==> src/rtl/grid_pkg.sv <==
// rtl/grid_pkg.sv - shared constants, move encodings, FSM states and wall maps for grid_mover
package grid_pkg;
  localparam int GRID_W    = 20;
  localparam int GRID_H    = 15;
  localparam int COORD_W   = 5;
  localparam int NUM_MAPS  = 4;
  localparam int MAP_SEL_W = 2;
  localparam int ROW_IW    = $clog2(GRID_H);

  localparam logic [2:0] DIR_RIGHT = 3'b100;
  localparam logic [2:0] DIR_UP    = 3'b001;
  localparam logic [2:0] DIR_LEFT  = 3'b010;
  localparam logic [2:0] DIR_DOWN  = 3'b011;

  typedef enum logic [1:0] {ST_IDLE, ST_LOOKUP, ST_CHECK} state_t;
  typedef logic [GRID_W-1:0] row_t;

  // Rows are drawn left-to-right as seen on screen; lr() flips them so bit x is cell x.
  function automatic row_t lr(input row_t s);
    row_t r;
    for (int i = 0; i < GRID_W; i++) r[i] = s[GRID_W-1-i];
    return r;
  endfunction

  localparam row_t MAP_DATA [NUM_MAPS][GRID_H] = '{
    '{
      lr(20'b11111111011111111111),
      lr(20'b10000001000100000001),
      lr(20'b10000000000000000001),
      lr(20'b10000000000000000001),
      lr(20'b10000000000000000001),
      lr(20'b10001110000011100001),
      lr(20'b10000000000000000001),
      lr(20'b10000000000000000001),
      lr(20'b10000000000000000001),
      lr(20'b10110000000001100001),
      lr(20'b10000000000000000001),
      lr(20'b10000000000000000001),
      lr(20'b10000000000000000001),
      lr(20'b11000000000000000001),
      lr(20'b11111111111110111111)
    },
    '{
      lr(20'b11111111011111111111),
      lr(20'b10000000010000000001),
      lr(20'b10000000000000000001),
      lr(20'b10000000000000000001),
      lr(20'b10000000000000000001),
      lr(20'b10000000000000000001),
      lr(20'b10011111000000000001),
      lr(20'b10000000000000000001),
      lr(20'b10000000000000000001),
      lr(20'b10000000000011111001),
      lr(20'b10000000000000000001),
      lr(20'b10000000000000000001),
      lr(20'b10000000000000000001),
      lr(20'b10000000000000000001),
      lr(20'b11111111111111111101)
    },
    '{
      lr(20'b11111111011111111111),
      lr(20'b10000000000000000001),
      lr(20'b10000000000000000001),
      lr(20'b10000000000000000001),
      lr(20'b10000000000000000001),
      lr(20'b10000000000000000001),
      lr(20'b10000000000000000001),
      lr(20'b11111111011111111111),
      lr(20'b10000000000000000001),
      lr(20'b10000000000000000001),
      lr(20'b10000000000000000001),
      lr(20'b10000000000000000001),
      lr(20'b10000000000000000001),
      lr(20'b10000000000000000001),
      lr(20'b10111111111111111111)
    },
    '{
      lr(20'b11111111011111111111),
      lr(20'b10000000000000000001),
      lr(20'b10000000000000000001),
      lr(20'b10000000000000000001),
      lr(20'b10101010101010101001),
      lr(20'b10000000000000000001),
      lr(20'b10000000000000000001),
      lr(20'b10000000000000000001),
      lr(20'b10010101010101010101),
      lr(20'b10000000000000000001),
      lr(20'b10000000000000000001),
      lr(20'b10000000000000000001),
      lr(20'b10000000000000000001),
      lr(20'b10000000000000000001),
      lr(20'b11111111110111111111)
    }
  };
endpackage

==> src/rtl/map_rom.sv <==
// rtl/map_rom.sv - registered wall ROM, address {map, row}, one cycle of read latency
module map_rom
  import grid_pkg::*;
(
  input  logic                 i_clk,
  input  logic [MAP_SEL_W-1:0] i_map,
  input  logic [ROW_IW-1:0]    i_row,
  output logic [GRID_W-1:0]    o_data
);
  logic [GRID_W-1:0] r_data;

  always_ff @(posedge i_clk) begin
    r_data <= MAP_DATA[i_map][i_row];
  end

  assign o_data = r_data;
endmodule

==> src/rtl/grid_mover.sv <==
// rtl/grid_mover.sv - player grid position owner: one move at a time, ROM wall check, step/exit reporting
module grid_mover
  import grid_pkg::*;
#(
  parameter int GRID_W    = 20,
  parameter int GRID_H    = 15,
  parameter int COORD_W   = 5,
  parameter int NUM_MAPS  = 4,
  parameter int MAP_SEL_W = 2,
  parameter int START_X   = 8,
  parameter int START_Y   = 0,
  parameter int CNT_W     = 16
) (
  input  logic                 i_clk,
  input  logic                 i_reset,
  input  logic [MAP_SEL_W-1:0] i_map_sel,
  input  logic                 i_map_load,
  input  logic                 i_move_valid,
  output logic                 o_move_ready,
  input  logic [2:0]           i_move_dir,
  output logic [COORD_W-1:0]   o_pos_x,
  output logic [COORD_W-1:0]   o_pos_y,
  output logic                 o_move_done,
  output logic                 o_blocked,
  output logic                 o_exit_hit,
  output logic [CNT_W-1:0]     o_step_count
);
  localparam logic [COORD_W:0]   X_LIM     = (COORD_W+1)'(GRID_W);
  localparam logic [COORD_W:0]   Y_LIM     = (COORD_W+1)'(GRID_H);
  localparam logic [COORD_W:0]   C_ONE     = (COORD_W+1)'(1);
  localparam logic [COORD_W-1:0] Y_LAST    = COORD_W'(GRID_H-1);
  localparam logic [COORD_W-1:0] START_X_C = COORD_W'(START_X);
  localparam logic [COORD_W-1:0] START_Y_C = COORD_W'(START_Y);
  localparam logic [MAP_SEL_W:0] MAP_LIM   = (MAP_SEL_W+1)'(NUM_MAPS);

  state_t                 r_state, w_next;
  logic [MAP_SEL_W-1:0]   r_map, w_map_clamped;
  logic [COORD_W-1:0]     r_pos_x, r_pos_y;
  logic [COORD_W-1:0]     r_tgt_x, r_tgt_y;
  logic                   r_noop, r_oob;
  logic [CNT_W-1:0]       r_cnt, w_cnt_next;
  logic [COORD_W:0]       w_cur_x, w_cur_y, w_tgt_x, w_tgt_y;
  logic                   w_noop, w_oob, w_accept;
  logic [ROW_IW-1:0]      w_rom_row;
  logic [GRID_W-1:0]      w_rom_data;
  logic                   w_wall, w_blocked, w_check, w_commit;

  always_ff @(posedge i_clk) begin
    if (i_reset) r_state <= ST_IDLE;
    else         r_state <= w_next;
  end

  always_comb begin
    w_next = r_state;
    if (i_map_load) begin
      w_next = ST_IDLE;
    end else begin
      case (r_state)
        ST_IDLE:   if (i_move_valid) w_next = ST_LOOKUP;
        ST_LOOKUP: w_next = ST_CHECK;
        ST_CHECK:  w_next = ST_IDLE;
        default:   w_next = ST_IDLE;
      endcase
    end
  end

  // Target is one bit wider so that stepping off either edge lands out of range.
  always_comb begin
    w_cur_x = {1'b0, r_pos_x};
    w_cur_y = {1'b0, r_pos_y};
    w_tgt_x = w_cur_x;
    w_tgt_y = w_cur_y;
    w_noop  = 1'b0;
    case (i_move_dir)
      DIR_RIGHT: w_tgt_x = w_cur_x + C_ONE;
      DIR_LEFT:  w_tgt_x = w_cur_x - C_ONE;
      DIR_UP:    w_tgt_y = w_cur_y - C_ONE;
      DIR_DOWN:  w_tgt_y = w_cur_y + C_ONE;
      default:   w_noop  = 1'b1;
    endcase
  end

  assign w_oob         = (w_tgt_x >= X_LIM) || (w_tgt_y >= Y_LIM);
  assign w_accept      = (r_state == ST_IDLE) && i_move_valid && !i_map_load;
  assign w_map_clamped = ({1'b0, i_map_sel} < MAP_LIM) ? i_map_sel : '0;

  assign w_rom_row = r_oob ? '0 : r_tgt_y[ROW_IW-1:0];

  map_rom u_map_rom (
    .i_clk  (i_clk),
    .i_map  (r_map),
    .i_row  (w_rom_row),
    .o_data (w_rom_data)
  );

  assign w_wall     = w_rom_data[r_tgt_x];
  assign w_check    = (r_state == ST_CHECK);
  assign w_blocked  = r_oob || (!r_noop && w_wall);
  assign w_commit   = w_check && !w_blocked && !r_noop;
  assign w_cnt_next = (&r_cnt) ? r_cnt : r_cnt + CNT_W'(1);

  always_ff @(posedge i_clk) begin
    if (i_reset) begin
      r_map   <= '0;
      r_pos_x <= START_X_C;
      r_pos_y <= START_Y_C;
      r_cnt   <= '0;
      r_tgt_x <= '0;
      r_tgt_y <= '0;
      r_noop  <= 1'b0;
      r_oob   <= 1'b0;
    end else if (i_map_load) begin
      r_map   <= w_map_clamped;
      r_pos_x <= START_X_C;
      r_pos_y <= START_Y_C;
      r_cnt   <= '0;
    end else begin
      if (w_accept) begin
        r_tgt_x <= w_tgt_x[COORD_W-1:0];
        r_tgt_y <= w_tgt_y[COORD_W-1:0];
        r_noop  <= w_noop;
        r_oob   <= w_oob;
      end
      if (w_commit) begin
        r_pos_x <= r_tgt_x;
        r_pos_y <= r_tgt_y;
        r_cnt   <= w_cnt_next;
      end
    end
  end

  // Outputs look ahead in CHECK so the new position is visible alongside move_done.
  assign o_move_ready = (r_state == ST_IDLE);
  assign o_move_done  = w_check;
  assign o_blocked    = w_check && w_blocked;
  assign o_exit_hit   = w_commit && (r_tgt_y == Y_LAST);
  assign o_pos_x      = w_commit ? r_tgt_x : r_pos_x;
  assign o_pos_y      = w_commit ? r_tgt_y : r_pos_y;
  assign o_step_count = w_commit ? w_cnt_next : r_cnt;
endmodule
==> config.mk <==
export PLATFORM = sky130hd
export DESIGN_NAME = grid_mover
export DESIGN_NICKNAME = d
export VERILOG_FILES = /design/src/rtl/grid_pkg.sv /design/src/rtl/map_rom.sv /design/src/rtl/grid_mover.sv
export SDC_FILE = /design/constraint.sdc
export NUM_CORES = 1
export LEC_CHECK = 0
export ABC_AREA = 1
export BUFFER_PORTS_ARGS = -buffer_cell sky130_fd_sc_hd__buf_2
export CORE_UTILIZATION = 30
export CTS_CLUSTER_DIAMETER = 60
export DETAILED_ROUTE_END_ITERATION = 7
export GPL_ROUTABILITY_DRIVEN = 0
export RECOVER_POWER = 25
export SYNTH_ARGS = -nofsm -noshare
export SYNTH_HDL_FRONTEND = slang
export SYNTH_SLANG_ARGS = --single-unit
export TNS_END_PERCENT = 1
==> constraint.sdc <==
create_clock -name i_clk -period 1.7 [get_ports i_clk]
set_input_delay 0.17 -clock i_clk [delete_from_list [all_inputs] [get_ports i_clk]]
set_output_delay 0.17 -clock i_clk [all_outputs]
set_load 0.03 [all_outputs]
# == After elaboration in Yosys (flattened, before gate mapping) ==
# Cells that the tools add are included.
# op_classes
n_mux,18
n_eq_ne,8
div,0
reduce_logical,17
bitwise,3
n_addsub,5
n_lt_le_gt_ge,5
mul,0
shifts,0
# op_table
cell,count
300-bit binary-select mux with 2-bit select,1
300-bit 2-to-1 mux,2
20-bit binary-select mux with 4-bit select,1
20-bit 2-to-1 mux,2
16-bit 2-to-1 mux,2
6-bit one-hot mux with 2 select lines,2
"16-bit by 1-bit adder with 16-bit output, second input constant",1
16-bit AND reduction,1
"5-bit by 1-bit adder with 6-bit output, second input constant",2
"5-bit by 1-bit subtractor with 6-bit output, second input constant",2
5-bit 2-to-1 mux,2
1-bit logical AND,7
"3-bit by 2-bit equality test with 1-bit output, second input constant",2
"6-bit by 4-bit >= comparator with 1-bit output, second input constant",1
"6-bit by 5-bit >= comparator with 1-bit output, second input constant",1
"5-bit by 6-bit less-than comparator with 1-bit output, second input constant",1
1-bit binary-select mux with 5-bit select,1
"5-bit by 4-bit equality test with 1-bit output, second input constant",1
"5-bit >= comparator, second input constant",1
4-bit NOT with 5-bit output,1
4-bit 2-to-1 mux,1
2-bit one-hot mux with 2 select lines,1
4-bit OR reduction,1
"3-bit by 1-bit equality test with 1-bit output, second input constant",1
other kinds (14),18
# word_totals
output_inout_bits,30
rom_bits,0
latch_bits,0
reg_bits,62
in_bits,9
n_memories,0
ram_bits,0

# == Depth between registers and ports, before layout ==
# logic_depth
ltp_word,8
ltp_mapped,18
ltp_nobuf,15

# == By module ==
# A second synthesis with hierarchy kept.
# hier_totals
cells_unflattened,574
hier_area_um2,3672.3
# modules_own_cells
module,cells_per_inst,instances,area_per_inst_um2,seq_area_each_um2
grid_mover,473,1,2945.3,840.8
map_rom,101,1,726.9,360.3

# == Worst setup path after synthesis ==
# Ideal clock, no wire load.
# synth_path
path_type,register to output
startpoint,register r_cnt[0]
endpoint,output port o_step_count[13]
slack_ns,-0.269
n_path_buf,1
arrival_ns,1.799
path_stages_with_launch,11
cell_sequence,dfxtp_1 -> ha_1 -> nand2_1 -> nor2_1 -> nand2_1 -> inv_1 -> nand2_2 -> buf_2 -> nand3_1 -> nand4_1 -> nand2_1
# synth_via
elab_chain_cells,3
word_cells_on_any_way,4
# synth_lines
element,line,text
"start, declared",grid_mover.sv:41,"logic [CNT_W-1:0] r_cnt, w_cnt_next;"
"start signal, assigned",grid_mover.sv:127,r_cnt <= w_cnt_next;
16-bit by 1-bit adder with 16-bit output or 16-bit AND reduction (tied branches),grid_mover.sv:100,assign w_cnt_next = (&r_cnt) ? r_cnt : r_cnt + CNT_W'(1);
16-bit 2-to-1 mux (*),grid_mover.sv:100,
16-bit 2-to-1 mux (*),n/a,
"end, declared",grid_mover.sv:26,output logic [CNT_W-1:0] o_step_count
# Every way passes the cells marked *; elsewhere a longest branch is shown, timed or not.

# == Worst setup path after layout ==
# layout_path
startpoint,register r_tgt_x[0]
endpoint,output port o_pos_x[3]
# layout_via
elab_chain_cells,8
# layout_lines
element,line,text
"start, declared",grid_mover.sv:39,"logic [COORD_W-1:0] r_tgt_x, r_tgt_y;"
"start signal, assigned",grid_mover.sv:119,r_tgt_x <= w_tgt_x[COORD_W-1:0];
1-bit binary-select mux with 5-bit select,grid_mover.sv:96,assign w_wall = w_rom_data[r_tgt_x];
1-bit 2-to-1 mux (not written as such),grid_mover.sv:96,
1-bit logical AND,grid_mover.sv:98,assign w_blocked = r_oob || (!r_noop && w_wall);
1-bit logical OR,grid_mover.sv:98,
1-bit logical NOT,grid_mover.sv:99,assign w_commit = w_check && !w_blocked && !r_noop;
1-bit logical AND (2 in series),grid_mover.sv:99,
5-bit 2-to-1 mux,n/a,
"end, declared",grid_mover.sv:21,"output logic [COORD_W-1:0] o_pos_x,"
# No other way between the ends. The select of a mux whose other input is x is not followed.

==> qor.json <==
{
  "result_of_the_run": "finished with violations",
  "failed_checks": "setup timing",
  "first_pass_grt_wire_length_um": 17600,
  "grt_remaining_overflow": 0,
  "drt-vias-per-instance": 4.76,
  "synth.cell_area_mm2": 0.00368,
  "count_of_nets_left_with_antenna_violations_after_detail_routing": 0,
  "floorplan.rows": 40,
  "timing.final.setup_violations": 50,
  "clk_pin_slew_worst_setup_hold_paths_ns": 0.05,
  "count_of_h_tree_levels_built_during_cts": 3,
  "whs_endpoint": "r_map[1]",
  "floorplan.die.height_um": 113,
  "totalPowerFinal_mw": 4.20,
  "cell_family_with_most_cp_delay": "simple AND/OR/NAND/NOR gates",
  "synth.avg_cell_area_um2": 6.51,
  "rr_endpoint": "r_pos_y[4]",
  "net_count_synth": 585,
  "min_period_ns": 2.27,
  "cap_viol_max_count": 0,
  "finalSetupTns_ns": -15.75,
  "worstPathCellList": "buf_4 -> nand2_1 -> nand2_1 -> nand2_1 -> nand3_1 -> nand3_1 -> nand2_1 -> nand2_1 -> nand2_2 -> nand2_4 -> nand3_4 -> buf_4 -> nand2_1 -> nand2_1 -> buf_4",
  "yosysWarnings": 0,
  "synth_cell_type_count": 37,
  "grt_use_total_pct": 17.3,
  "post-synth-top-count-cell": "sky130_fd_sc_hd__nand2_1",
  "routed-via-count": 4043,
  "synthesis_to_finish_area_growth_pct": 48.0,
  "floorplan.initialDensity_pct": 30.8,
  "reg2reg_setup_slack_ns": -0.15,
  "netlist.area_leader.share_pct": 32.7,
  "final.setup.worst_slack_ns": -0.566,
  "drt_wl_total_um": 10700,
  "max-clock-path-buffers": 2,
  "antenna_cells_inserted": 0,
  "worst_clock_skew_ns": 0.00711,
  "cts-hold-fix-buffers": 0,
  "worstHoldPathType": "in -> reg",
  "relSlewSlack_pct": 55.8,
  "power_density_mw_per_mm2": 772,
  "worst_ep_arrival_time_ns": 2.10,
  "ys_top_cells_by_area": "sky130_fd_sc_hd__dfxtp_1, sky130_fd_sc_hd__nand2_1, sky130_fd_sc_hd__inv_1, sky130_fd_sc_hd__nand3_1, sky130_fd_sc_hd__nand4_1",
  "multi_input_area_mm2": 0.00225,
  "cts_inserted_buffers": 9,
  "first_global_vias": 3860,
  "yosysSeqAreaShare_pct": 32.7,
  "timing.hold.worst.start": "i_map_sel[1]",
  "drt-pass1-iter-count": 5,
  "hold_viol_final": 0,
  "final_max_slew_viol_count": 0,
  "antenna_found_initial": 0,
  "largest_net_degree_at_the_start_of_global_routing": 26,
  "synth_cells": 565,
  "synth_edf_count": 0,
  "stdcell_area_mm2": 0.00544,
  "worst_slack_after_detailed_placement_ns": -0.337,
  "worstSetupEndpointType": "output pin",
  "layout-drive-gt1-share_pct": 35.8,
  "crit_path_top_delay_cell": "sky130_fd_sc_hd__dfxtp_4",
  "crit_path_buf_inv_count": 3,
  "power.ir.vdd_worst_v": 0.000389,
  "post-synth-top-area-cell": "sky130_fd_sc_hd__dfxtp_1",
  "tightestPinTransition_ns": 0.663,
  "fin_worst_hold_slack_ns": 0.118,
  "first_iter_violations": 202,
  "most_used_flip_flop_cell_after_synthesis": "sky130_fd_sc_hd__dfxtp_1",
  "synth_seq_cells": 60,
  "list_of_most_frequent_post_synthesis_cells": "sky130_fd_sc_hd__nand2_1, sky130_fd_sc_hd__inv_1, sky130_fd_sc_hd__dfxtp_1",
  "unrepaired_setup_endpoints_after_global_routing": "yes",
  "cells_on_worst_reg2reg_path": 16,
  "power.static_leakage_nw": 2.63,
  "nets": 718,
  "critical-path-top-cell-by-count": "sky130_fd_sc_hd__nand2_1",
  "placed_area_mm2": 0.00475,
  "async_reset_ff_share_pct": 0,
  "crit_path_start_kind": "flop",
  "timing.hold.worst_path_depth": 3,
  "place.port_buffers": 38,
  "die_area_mm2": 0.0127,
  "maximum_fanout_encountered_on_the_critical_timing_path": 6,
  "wire_per_inst_um": 12.6,
  "cts-root-buf": "sky130_fd_sc_hd__clkbuf_16",
  "fillerInstances": 1154,
  "min_period_over_period_pct": 133,
  "clkLatencyLatePin_ns": 0.33,
  "detailedPlacementHpwl_um": 8120,
  "ioPinCount": 39,
  "crit-reg2reg-launch": "r_tgt_x[0]",
  "final-seq-area_mm2": 0.00121,
  "tritoncts": "done",
  "detail_route.drc_violations": 0,
  "die_width_um": 113,
  "timing.setup.critical_path_class": "reg -> out",
  "fmaxAchievable_mhz": 441,
  "clock_sinks": 60,
  "critical_path.max_stage_delay_ns": 0.36,
  "placeableCoreArea_mm2": 0.0120,
  "critical_path_required_ns": 1.53
}
==> flip-flops by register name, summed over array words and instances (netlist names) <==
| signal | count |
|---|---|
| r_pos_y | 5 |
| r_pos_x | 5 |
| r_tgt_y | 5 |
| u_map_rom.o_data | 18 |
| r_map | 2 |
| r_cnt | 16 |
| r_state | 2 |
| r_oob | 1 |
| r_tgt_x | 5 |
| r_noop | 1 |
==> worst register-to-register path, delay by kind of cell, from the launching register on <==
kind,cells,cell delay (ns)
flops,1,0.36
simple gates,13,0.93
buf+inv,3,0.48
==> metal layers <==
layer,global-route usage (%),vias up,wire length (um)
met1,21.8,1817,5020
met2,29.9,77,5180
li1,-,2133,-
met5,0,-,0
met4,7.38,0,239
met3,2.14,16,273
==> how the worst max path moves through the flow <==
stage                     slack, ns  depth (start not counted)          endpoint     startpoint
after floorplan               -0.22                         10  o_step_count[13]       r_cnt[0]
after global placement        -0.29                         15        o_pos_x[3]     r_tgt_x[1]
after detailed placement      -0.34                         13             r_oob  i_move_dir[2]
after CTS                     -0.54                         16   o_step_count[2]     r_tgt_x[0]
after global routing          -0.72                         15        o_pos_x[3]     r_tgt_x[0]
final                         -0.57                         15        o_pos_x[3]     r_tgt_x[0]
==> power breakdown <==
group	internal (mW)	switching [mW]
clock	1.35	0.639
sequential	1.51	0.0490
combinational	0.265	0.388
total	3.12	1.08
==> placed cells by master, fill, tap and decap left out, types with 5 or more instances in the layout <==
cell type	instances
sky130_fd_sc_hd__dfxtp_1	54
sky130_fd_sc_hd__a21oi_1	34
sky130_fd_sc_hd__nand4_1	35
sky130_fd_sc_hd__dfxtp_2	5
sky130_fd_sc_hd__or2_2	10
sky130_fd_sc_hd__nor2_1	39
sky130_fd_sc_hd__nor2_2	9
sky130_fd_sc_hd__clkbuf_1	5
sky130_fd_sc_hd__nand3_1	49
sky130_fd_sc_hd__buf_2	10
sky130_fd_sc_hd__buf_4	93
sky130_fd_sc_hd__nor3_2	5
sky130_fd_sc_hd__clkbuf_16	10
sky130_fd_sc_hd__xor2_1	7
sky130_fd_sc_hd__nand2_1	95
sky130_fd_sc_hd__nand2_2	45
sky130_fd_sc_hd__buf_6	26
sky130_fd_sc_hd__inv_2	12
sky130_fd_sc_hd__o21ai_0	28
sky130_fd_sc_hd__ha_1	6
sky130_fd_sc_hd__inv_1	72
sky130_fd_sc_hd__nor3_1	8
==> logic make-up after synthesis <==
kind of cell    synth area share, %
xor+xnor                       2.38
fa+ha+maj                      4.15
simple gates                   37.9
buf+inv                        11.7
flops                          32.7
compound gates                 11.3
==> through the flow <==
stage / cells / utilization (%)
CTS: 847 / 43.6
global placement: 831 / 39.7
global route: 849 / 45.5
floorplan: 565 / -
finish: 849 / 45.5
detailed placement: 831 / 39.7
==> repair_timing <==
| action | in CTS | in global routing |
|---|---|---|
| endpoints found under the setup margin | 56 | 74 |
| buffers inserted | 1 | 0 |
| cloned | 0 | 2 |
| hold endpoints to repair | 0 | 0 |
| resized for setup | 52 | 76 |
| pin swaps | 2 | 6 |
==> area by class of cell <==
class	count	share of cell area (%)
Clock buffer	11	4.64
Timing Repair Buffer	138	21.0
Multi-Input combinational cell	402	41.3
Clock inverter	4	1.33
Inverter	87	6.05
Tap cell	147	3.38
Sequential cell	60	22.3
Note: power is estimated with default switching activity, not from simulation.
